[config.mk]
export PLATFORM = sky130hd
export DESIGN_NAME = avs_slave_emu
export DESIGN_NICKNAME = d
export VERILOG_FILES = /design/src/rtl/avs_pkg.sv /design/src/rtl/avs_rail_ramp.sv /design/src/rtl/avs_slave_emu.sv
export SDC_FILE = /design/constraint.sdc
export NUM_CORES = 1
export LEC_CHECK = 0
export ABC_CLOCK_PERIOD_IN_PS = 7200
export BUFFER_PORTS_ARGS = -buffer_cell sky130_fd_sc_hd__clkbuf_2
export CAP_MARGIN = 20
export CORE_UTILIZATION = 58
export DETAILED_ROUTE_END_ITERATION = 6
export PLACE_DENSITY = 0.81
export SLEW_MARGIN = 40
export SYNTH_ARGS = -nofsm -noshare
export SYNTH_HDL_FRONTEND = slang
export SYNTH_SLANG_ARGS = --single-unit
[constraint.sdc]
create_clock -name clk_i -period 7.2 [get_ports clk_i]
set_input_delay 1.44 -clock clk_i [delete_from_list [all_inputs] [get_ports clk_i]]
set_output_delay 1.44 -clock clk_i [all_outputs]
set_load 0.1 [all_outputs]
[src/rtl/avs_pkg.sv]
// AVSBus slave emulator shared types: frame layouts, command/type/ack encodings and the CRC-3
// used on both command and response frames.
package avs_pkg;

  localparam int unsigned AVS_FRAME_LEN = 32;
  localparam logic [3:0]  SEL_BCAST     = 4'hF;

  typedef enum logic [1:0] {
    CmdCommit = 2'b00,
    CmdHold   = 2'b01,
    CmdRsvd   = 2'b10,
    CmdRead   = 2'b11
  } avs_cmd_e;

  typedef enum logic [3:0] {
    TypeVout   = 4'h0,
    TypeVrst   = 4'h4,
    TypeStatus = 4'hE
  } avs_type_e;

  typedef enum logic [1:0] {
    AckOk     = 2'b00,
    AckBadCrc = 2'b10,
    AckRej    = 2'b11
  } avs_ack_e;

  typedef struct packed {
    logic [1:0]  start;
    avs_cmd_e    cmd;
    logic        group;
    avs_type_e   typ;
    logic [3:0]  sel;
    logic [15:0] data;
    logic [2:0]  crc;
  } avs_cmd_frame_t;

  typedef struct packed {
    avs_ack_e    ack;
    logic        rsvd;
    logic [4:0]  status;
    logic [15:0] data;
    logic [4:0]  ones;
    logic [2:0]  crc;
  } avs_resp_frame_t;

  // x^3 + x + 1, init 0, MSB first
  function automatic logic [2:0] crc3(input logic [28:0] bits);
    logic [2:0] c;
    logic       fb;
    c = '0;
    for (int i = 28; i >= 0; i--) begin
      fb = c[2] ^ bits[i];
      c  = {c[1], c[0] ^ fb, fb};
    end
    return c;
  endfunction

endpackage

[src/rtl/avs_rail_ramp.sv]
// One emulated rail: committed target, pending hold value and a slew-limited output voltage.
module avs_rail_ramp #(
  parameter logic [15:0] VOUT_RESET = 16'd800,
  parameter logic [15:0] SLEW_STEP  = 16'd5
) (
  input  logic        clk,
  input  logic        rst,
  input  logic        tick,
  input  logic        commit,
  input  logic        commit_we,
  input  logic        hold_we,
  input  logic [15:0] wr_val,
  output logic [15:0] vout,
  output logic        vdone
);

  logic [15:0] target_q, hold_q, vout_q, vout_nxt;
  logic        hold_vld_q;

  always_comb begin
    vout_nxt = vout_q;
    if (target_q > vout_q) begin
      vout_nxt = (target_q - vout_q <= SLEW_STEP) ? target_q : vout_q + SLEW_STEP;
    end else if (target_q < vout_q) begin
      vout_nxt = (vout_q - target_q <= SLEW_STEP) ? target_q : vout_q - SLEW_STEP;
    end
  end

  always_ff @(posedge clk or posedge rst) begin
    if (rst) begin
      target_q   <= VOUT_RESET;
      hold_q     <= VOUT_RESET;
      hold_vld_q <= 1'b0;
      vout_q     <= VOUT_RESET;
    end else begin
      // A direct write in the committing frame overrides this rail's held value
      if (commit) begin
        hold_vld_q <= 1'b0;
        if (commit_we) begin
          target_q <= wr_val;
        end else if (hold_vld_q) begin
          target_q <= hold_q;
        end
      end else if (hold_we) begin
        hold_q     <= wr_val;
        hold_vld_q <= 1'b1;
      end
      if (tick) begin
        vout_q <= vout_nxt;
      end
    end
  end

  assign vout  = vout_q;
  assign vdone = (vout_q == target_q);

endmodule

[src/rtl/avs_slave_emu.sv]
// Multi-rail AVSBus slave emulator: oversamples the bus, decodes command frames, drives the
// response frame and owns the per-rail ramp instances.
module avs_slave_emu
  import avs_pkg::*;
#(
  parameter int unsigned NUM_RAILS   = 2,
  parameter int unsigned SYNC_STAGES = 2,
  parameter logic [15:0] VOUT_RESET  = 16'd800,
  parameter logic [15:0] SLEW_STEP   = 16'd5,
  parameter int unsigned RAMP_DIV    = 100,
  parameter int unsigned TIMEOUT_CYC = 4096
) (
  input  logic                    clk_i,
  input  logic                    rst_i,
  input  logic                    avs_clk_i,
  input  logic                    avs_mdata_i,
  output logic                    avs_sdata_o,
  output logic [NUM_RAILS*16-1:0] vout_o,
  output logic [NUM_RAILS-1:0]    vdone_o,
  output logic                    frame_err_o
);

  localparam int unsigned DivW = (RAMP_DIV > 1) ? $clog2(RAMP_DIV) : 1;
  localparam int unsigned ToW  = (TIMEOUT_CYC > 1) ? $clog2(TIMEOUT_CYC) : 1;
  localparam logic [5:0]  LastBit = 6'(AVS_FRAME_LEN - 1);

  typedef enum logic [1:0] {StIdle, StCmd, StResp, StErrWait} state_e;

  state_e                     state_q;
  logic [SYNC_STAGES-1:0]     aclk_sync_q, mdat_sync_q;
  logic                       aclk_prev_q, aclk_s, mdata_s, aclk_rise, aclk_fall, timeout;
  logic [AVS_FRAME_LEN-2:0]   shift_q;
  logic [AVS_FRAME_LEN-1:0]   resp_sr_q;
  logic [5:0]                 bit_cnt_q;
  logic [ToW-1:0]             to_cnt_q;
  logic [DivW-1:0]            div_q;
  logic                       tick, sdata_q, frame_err_q, commit_q, alert_clr_q, alert_q;
  logic [NUM_RAILS-1:0]       commit_we_q, hold_we_q, rail_hit, vdone, vdone_prev_q;
  logic [15:0]                wr_val_q, wr_val, rd_vout;
  logic [15:0]                vout_arr [NUM_RAILS];

  avs_cmd_frame_t  cf;
  avs_resp_frame_t rsp;
  avs_ack_e        ack;
  logic            crc_ok, bcast, sel_ok, is_write, is_read, supported;
  logic [4:0]      status;

  always_ff @(posedge clk_i or posedge rst_i) begin
    if (rst_i) begin
      aclk_sync_q <= '1;
      mdat_sync_q <= '1;
      aclk_prev_q <= 1'b1;
    end else begin
      aclk_sync_q[0] <= avs_clk_i;
      mdat_sync_q[0] <= avs_mdata_i;
      for (int i = 1; i < SYNC_STAGES; i++) begin
        aclk_sync_q[i] <= aclk_sync_q[i-1];
        mdat_sync_q[i] <= mdat_sync_q[i-1];
      end
      aclk_prev_q <= aclk_sync_q[SYNC_STAGES-1];
    end
  end

  assign aclk_s    = aclk_sync_q[SYNC_STAGES-1];
  assign mdata_s   = mdat_sync_q[SYNC_STAGES-1];
  assign aclk_rise = aclk_s & ~aclk_prev_q;
  assign aclk_fall = ~aclk_s & aclk_prev_q;
  assign timeout   = (to_cnt_q == ToW'(TIMEOUT_CYC - 1)) && !(aclk_rise || aclk_fall);

  always_ff @(posedge clk_i or posedge rst_i) begin
    if (rst_i) begin
      div_q <= '0;
    end else begin
      div_q <= tick ? '0 : div_q + 1'b1;
    end
  end
  assign tick = (div_q == DivW'(RAMP_DIV - 1));

  // Decode of the frame as it will stand once the current sample is shifted in
  always_comb begin
    cf        = avs_cmd_frame_t'({shift_q, mdata_s});
    crc_ok    = (crc3(cf[31:3]) == cf.crc);
    bcast     = (cf.sel == SEL_BCAST);
    sel_ok    = bcast || (32'(cf.sel) < NUM_RAILS);
    is_write  = (cf.cmd == CmdCommit) || (cf.cmd == CmdHold);
    is_read   = (cf.cmd == CmdRead);
    supported = !cf.group && sel_ok &&
                ((is_write && (cf.typ == TypeVout || cf.typ == TypeVrst)) ||
                 (is_read && !bcast && (cf.typ == TypeVout || cf.typ == TypeStatus)));
    ack       = !crc_ok ? AckBadCrc : (supported ? AckOk : AckRej);
    status    = {&vdone, alert_q, 3'b000};
    wr_val    = (cf.typ == TypeVrst) ? VOUT_RESET : cf.data;
    rd_vout   = '0;
    rail_hit  = '0;
    for (int r = 0; r < NUM_RAILS; r++) begin
      rail_hit[r] = bcast || (cf.sel == 4'(r));
      if (cf.sel == 4'(r)) begin
        rd_vout = vout_arr[r];
      end
    end
    rsp.ack    = ack;
    rsp.rsvd   = 1'b0;
    rsp.status = status;
    rsp.data   = '0;
    if (ack == AckOk && is_read) begin
      rsp.data = (cf.typ == TypeStatus) ? {11'h0, status} : rd_vout;
    end
    rsp.ones = 5'h1F;
    rsp.crc  = crc3({rsp.ack, rsp.rsvd, rsp.status, rsp.data, rsp.ones});
  end

  always_ff @(posedge clk_i or posedge rst_i) begin
    if (rst_i) begin
      state_q     <= StIdle;
      shift_q     <= '0;
      resp_sr_q   <= '0;
      bit_cnt_q   <= '0;
      to_cnt_q    <= '0;
      sdata_q     <= 1'b1;
      frame_err_q <= 1'b0;
      commit_q    <= 1'b0;
      commit_we_q <= '0;
      hold_we_q   <= '0;
      wr_val_q    <= '0;
      alert_clr_q <= 1'b0;
    end else begin
      frame_err_q <= 1'b0;
      commit_q    <= 1'b0;
      commit_we_q <= '0;
      hold_we_q   <= '0;
      alert_clr_q <= 1'b0;
      unique case (state_q)
        StIdle: begin
          sdata_q  <= ~alert_q;
          to_cnt_q <= '0;
          if (aclk_rise && !mdata_s) begin
            state_q   <= StCmd;
            shift_q   <= '0;
            bit_cnt_q <= 6'd1;
            sdata_q   <= 1'b1;
          end
        end
        StCmd: begin
          to_cnt_q <= (aclk_rise || aclk_fall) ? '0 : to_cnt_q + 1'b1;
          if (timeout) begin
            frame_err_q <= 1'b1;
            state_q     <= StIdle;
            sdata_q     <= 1'b1;
          end else if (aclk_rise) begin
            shift_q   <= {shift_q[AVS_FRAME_LEN-3:0], mdata_s};
            bit_cnt_q <= bit_cnt_q + 1'b1;
            if (bit_cnt_q == 6'd1 && !mdata_s) begin
              frame_err_q <= 1'b1;
              state_q     <= StErrWait;
            end else if (bit_cnt_q == LastBit) begin
              state_q     <= StResp;
              bit_cnt_q   <= '0;
              resp_sr_q   <= rsp;
              frame_err_q <= (ack == AckBadCrc);
              wr_val_q    <= wr_val;
              if (ack == AckOk) begin
                if (cf.cmd == CmdCommit) begin
                  commit_q    <= 1'b1;
                  commit_we_q <= rail_hit;
                end else if (cf.cmd == CmdHold) begin
                  hold_we_q <= rail_hit;
                end else if (cf.typ == TypeStatus) begin
                  alert_clr_q <= 1'b1;
                end
              end
            end
          end
        end
        StResp: begin
          to_cnt_q <= (aclk_rise || aclk_fall) ? '0 : to_cnt_q + 1'b1;
          if (timeout) begin
            frame_err_q <= 1'b1;
            state_q     <= StIdle;
            sdata_q     <= 1'b1;
          end else begin
            if (aclk_fall) begin
              sdata_q   <= resp_sr_q[AVS_FRAME_LEN-1];
              resp_sr_q <= {resp_sr_q[AVS_FRAME_LEN-2:0], 1'b0};
            end
            if (aclk_rise) begin
              bit_cnt_q <= bit_cnt_q + 1'b1;
              if (bit_cnt_q == LastBit) begin
                state_q <= StIdle;
              end
            end
          end
        end
        StErrWait: begin
          sdata_q  <= 1'b1;
          to_cnt_q <= '0;
          if (mdata_s) begin
            state_q <= StIdle;
          end
        end
        default: state_q <= StIdle;
      endcase
    end
  end

  // Alert latches any rail arriving at target; a status read clears it
  always_ff @(posedge clk_i or posedge rst_i) begin
    if (rst_i) begin
      vdone_prev_q <= '1;
      alert_q      <= 1'b0;
    end else begin
      vdone_prev_q <= vdone;
      alert_q      <= (alert_q & ~alert_clr_q) | (|(vdone & ~vdone_prev_q));
    end
  end

  for (genvar r = 0; r < NUM_RAILS; r++) begin : g_rail
    avs_rail_ramp #(
      .VOUT_RESET(VOUT_RESET),
      .SLEW_STEP (SLEW_STEP)
    ) u_rail (
      .clk      (clk_i),
      .rst      (rst_i),
      .tick     (tick),
      .commit   (commit_q),
      .commit_we(commit_we_q[r]),
      .hold_we  (hold_we_q[r]),
      .wr_val   (wr_val_q),
      .vout     (vout_arr[r]),
      .vdone    (vdone[r])
    );
    assign vout_o[r*16 +: 16] = vout_arr[r];
  end

  assign vdone_o     = vdone;
  assign avs_sdata_o = sdata_q;
  assign frame_err_o = frame_err_q;

endmodule

==> metrics.txt <==
# TYPE chip_impl_metric gauge
chip_impl_metric{name="wl",unit="mm"} 44.63
chip_impl_metric{name="synth_simple_gate_area_frac",unit=""} 0.1829
chip_impl_metric{name="syn_inst",unit=""} 1821
chip_impl_metric{name="max_slew_margin",unit=""} 0.4352
chip_impl_metric{name="antennaDiodeCount",unit=""} 0
chip_impl_info{name="reg2reg_to",value="g_rail[1].u_rail.vout[7]$_DFFE_PP0P_"} 1
chip_impl_metric{name="required",unit="ns"} 5.76
chip_impl_info{name="final_common_cell",value="dfrtp_1"} 1
chip_impl_metric{name="power.density_cell_area",unit="nW/µm²"} 202.9
chip_impl_metric{name="area.growth.synth_to_final",unit="%"} 8.228
chip_impl_metric{name="synth.distinct_cells",unit=""} 79
chip_impl_metric{name="vias_per_cell",unit=""} 6.472
chip_impl_metric{name="clockBufferDepth",unit=""} 3
chip_impl_metric{name="cts_made_buffers",unit=""} 25
chip_impl_metric{name="placement.setup.worst_slack",unit="ns"} 2.472
chip_impl_metric{name="grt_antenna_before_repair",unit=""} 0
chip_impl_metric{name="fillerInstances",unit=""} 2182
chip_impl_info{name="grt_setup_unrepaired",value="false"} 1
chip_impl_info{name="main_combinational_cell_family_by_area_after_synthesis",value="compound AO/OA/AOI/OAI gates"} 1
chip_impl_metric{name="final_setup_slack_of_the_worst_path",unit="ns"} 1.906
chip_impl_info{name="start_kind",value="register"} 1
chip_impl_metric{name="synth_mux_area_frac",unit=""} 0.07576
chip_impl_metric{name="rows",unit=""} 59
chip_impl_metric{name="dr.first_iter.drc_count",unit=""} 1233
chip_impl_metric{name="multi_input_area",unit="µm²"} 9459
chip_impl_metric{name="maximum_number_of_pins_on_one_net_before_global_route_repair",unit=""} 102
chip_impl_metric{name="cts_hold_buf",unit=""} 0
chip_impl_metric{name="avgRoutedWirePerCell",unit="µm"} 20.76
chip_impl_metric{name="clock_tree_skew_after_final_layout",unit="ns"} 0.01457
chip_impl_info{name="endpoint_of_the_worst_hold_timing_path",value="mdat_sync_q[1]$_DFF_PP1_"} 1
chip_impl_metric{name="hold-worst-slack",unit="ns"} 0.3569
chip_impl_metric{name="clock_transition_at_the_register_clock_pins_on_the_worst_setup_and_hold_paths_after_cts",unit="ns"} 0.06
chip_impl_metric{name="yosysWarningCount",unit=""} 0
chip_impl_metric{name="dr_total_vias",unit=""} 13910
chip_impl_info{name="crit_start",value="g_rail[0].u_rail.vout[11]$_DFFE_PP0P_"} 1
chip_impl_metric{name="timing_worst_slew_pin_value",unit="ns"} 0.8384
chip_impl_metric{name="synth_adder_area_share",unit=""} 0.06551
chip_impl_metric{name="timing.hold.worst_path_depth",unit=""} 0
chip_impl_metric{name="cts_setup_buffers",unit=""} 0
chip_impl_metric{name="dp_cells",unit=""} 2104
chip_impl_metric{name="finalNonFillerCells",unit=""} 2150
chip_impl_metric{name="number_of_flops_mapped_to_enable_cells_by_yosys",unit=""} 0
chip_impl_metric{name="cts-htree-levels",unit=""} 1
chip_impl_metric{name="remaining_drc_errors",unit=""} 1
chip_impl_metric{name="max_freq",unit="MHz"} 188.9
chip_impl_metric{name="worstPathArrival",unit="ns"} 3.85
chip_impl_metric{name="critical_path_peak_fanout",unit=""} 13
chip_impl_info{name="holdCritPathClass",value="register to register"} 1
chip_impl_metric{name="port-buffer-count",unit=""} 39
chip_impl_metric{name="starting_utilization_of_the_core_area",unit=""} 0.5972
chip_impl_metric{name="finalWorstPathRequiredPeriod",unit="ns"} 5.294
chip_impl_metric{name="final_net_count",unit=""} 1880
chip_impl_metric{name="timing.setup.tns",unit="ns"} 0
chip_impl_metric{name="placeableCoreArea",unit="µm²"} 26350
chip_impl_metric{name="synthArstFlopShare",unit=""} 1.000
chip_impl_metric{name="drt_pass1_iterations",unit=""} 7
chip_impl_metric{name="power.ir.vdd_worst",unit="V"} 0.0002530
chip_impl_metric{name="total_global_routing_track_utilization",unit=""} 0.3214
chip_impl_metric{name="synth-seq-cells",unit=""} 220
chip_impl_metric{name="detailedPlacementHpwl",unit="mm"} 32.82
chip_impl_info{name="root_buffer",value="clkbuf_16"} 1
chip_impl_metric{name="grt_pass1_wl",unit="mm"} 72.33
chip_impl_info{name="flip_flop_cell_with_the_highest_count_after_synthesis",value="dfrtp_1"} 1
chip_impl_metric{name="drv_cap",unit=""} 0
chip_impl_metric{name="netlist.area_leader.share",unit=""} 0.3085
chip_impl_metric{name="summed_instance_area_of_the_synthesized_netlist",unit="µm²"} 15740
chip_impl_metric{name="synth_compound_gate_area_share",unit=""} 0.2035
chip_impl_metric{name="timing_hold_violations_final",unit=""} 0
chip_impl_metric{name="report.final.setup_viol",unit=""} 0
chip_impl_info{name="layout_common_cells",value="192 x dfrtp_1, 164 x nand2_1, 141 x nor2_1, 138 x o21ai_0, 101 x inv_1"} 1
chip_impl_metric{name="globalplace.congestion",unit=""} 0.9691
chip_impl_metric{name="num_io_pins",unit=""} 40
chip_impl_metric{name="syn-mean-instance-area",unit="µm²"} 8.643
chip_impl_metric{name="chipWidth",unit="µm"} 166.7
chip_impl_metric{name="slew_viol_final",unit=""} 0
chip_impl_metric{name="first_global_vias",unit=""} 13270
chip_impl_metric{name="postSynthNetCount",unit=""} 1905
chip_impl_metric{name="floorplan.die_area",unit="µm²"} 27800
chip_impl_metric{name="die-height",unit="µm"} 166.7
chip_impl_metric{name="r2r_cells",unit=""} 14
chip_impl_metric{name="fin_total_pwr",unit="W"} 0.003456
chip_impl_metric{name="final_min_period_over_clock_period",unit=""} 0.7352
chip_impl_info{name="synthTopCellsByArea",value="dfrtp_1 31%, ha_1 6.0%, mux2i_1 4.6%"} 1
chip_impl_metric{name="cts.sink_count",unit=""} 220
chip_impl_metric{name="route.antenna.remaining_nets",unit=""} 0
chip_impl_info{name="timing.critical_path.to_type",value="output port"} 1
chip_impl_metric{name="r2r_setup_slack",unit="ns"} 2.51
chip_impl_info{name="critPathKind",value="register to output port"} 1
chip_impl_metric{name="p_leak",unit="nW"} 7.489
chip_impl_info{name="worst_r2r_startpoint",value="g_rail[1].u_rail.vout[1]$_DFFE_PP0P_"} 1
chip_impl_info{name="yosys.area.top_type",value="dfrtp_1"} 1
chip_impl_metric{name="final_layout_size_suffix_gt1_frac",unit=""} 0.1102
chip_impl_metric{name="synthesized_area_fraction_occupied_by_xor_and_xnor_cells",unit=""} 0.06892
chip_impl_metric{name="synth_sequential_area_ratio",unit=""} 0.3519
chip_impl_metric{name="regArea",unit="µm²"} 5540
chip_impl_metric{name="grt-ovfl-total",unit=""} 0
chip_impl_info{name="timing.hold.worst.start",value="mdat_sync_q[0]$_DFF_PP1_"} 1
chip_impl_info{name="outcome",value="finished, violations left"} 1
chip_impl_metric{name="worst_skew_pair.late_latency",unit="ns"} 0.55
chip_impl_info{name="tritoncts_clock_tree",value="yes"} 1
chip_impl_metric{name="post_cts_resized",unit=""} 0
chip_impl_info{name="violations_in_the_final_reports",value="DRC"} 1
## registers in the layout (all words and copies together) (netlist names), 2 cells and up
name	flops
g_rail.u_rail.target_q	32
g_rail.u_rail.vout	32
state_q	2
g_rail.u_rail.hold_vld_q	2
shift_q	31
commit_we_q	2
bit_cnt_q	6
aclk_sync_q	2
vdone_prev_q	2
div_q	7
resp_sr_q	32
to_cnt_q	12
g_rail.u_rail.hold_q	32
hold_we_q	2
mdat_sync_q	2
wr_val_q	16
## synth_stat cells, types with 53 or more instances
cell type / count
a21oi_1: 92
nand2_1: 165
o21ai_0: 141
ha_1: 76
nor2_1: 143
nand3_1: 56
clkbuf_1: 100
inv_1: 102
mux2i_1: 73
dfrtp_1: 194
nor3_1: 53
xnor2_1: 80
## layout make-up
cell class | count | share of cell area
clock buffer | 36 | 0.04326
clock inverter | 10 | 0.005950
inverter | 104 | 0.02314
multi-input combinational | 1388 | 0.5553
sequential | 220 | 0.3253
tap | 335 | 0.02461
timing repair buffer | 57 | 0.02248
## per-layer routing
layer	global-route usage	part of all wire
met2	0.5254	0.46
met3	0.05252	0.074
met1	0.4370	0.43
met4	0.1019	0.033
met5	0	0
## how the worst max path moves through the flow
stage | endpoint | slack (ns) | depth (start not counted)
after floorplan | g_rail[1].u_rail.vout[15]$_DFFE_PP0P_ | 2.62 | 15
after global placement | vdone_o[0] | 2.54 | 8
after detailed placement | g_rail[1].u_rail.vout[7]$_DFFE_PP0P_ | 2.47 | 14
after CTS | vdone_o[0] | 2.00 | 7
after global routing | vdone_o[0] | 1.85 | 7
final | vdone_o[0] | 1.91 | 7
## worst max-delay path: stages (launching register included)
cell and delay (ns):
dfrtp_1 0.58, clkinv_1 0.43, ha_1 0.70, and3_1 0.26
nand2_1 0.07, or3_1 0.52, inv_1 0.23, clkbuf_2 0.51
## metrics by stage
step / area (µm²) / utilization
global route: 17030 / 0.6463
global placement: 16080 / 0.6102
CTS: 17030 / 0.6462
detailed placement: 16190 / 0.6143
finish: 17030 / 0.6463
floorplan: 15740 / -
## where the power goes
group          total [W]  switching (W)  internal (W)  leakage [nW]
registers        0.00143      0.0000799       0.00135          2.90
clock network    0.00129       0.000540      0.000754         0.420
logic           0.000733       0.000450      0.000283          4.17
## logic make-up (layout without fill, tap and decap cells)
kind of cell	count (synthesis)	after routing
adders and majority gates	80	80
AOI/OAI and AO/OA	488	488
muxes	113	113
DFF	220	220
and+or+nand+nor	592	592
xor gates and xnor gates	115	115
buffers and inverters	213	207
No activity file was read; power rests on OpenSTA's default activity.
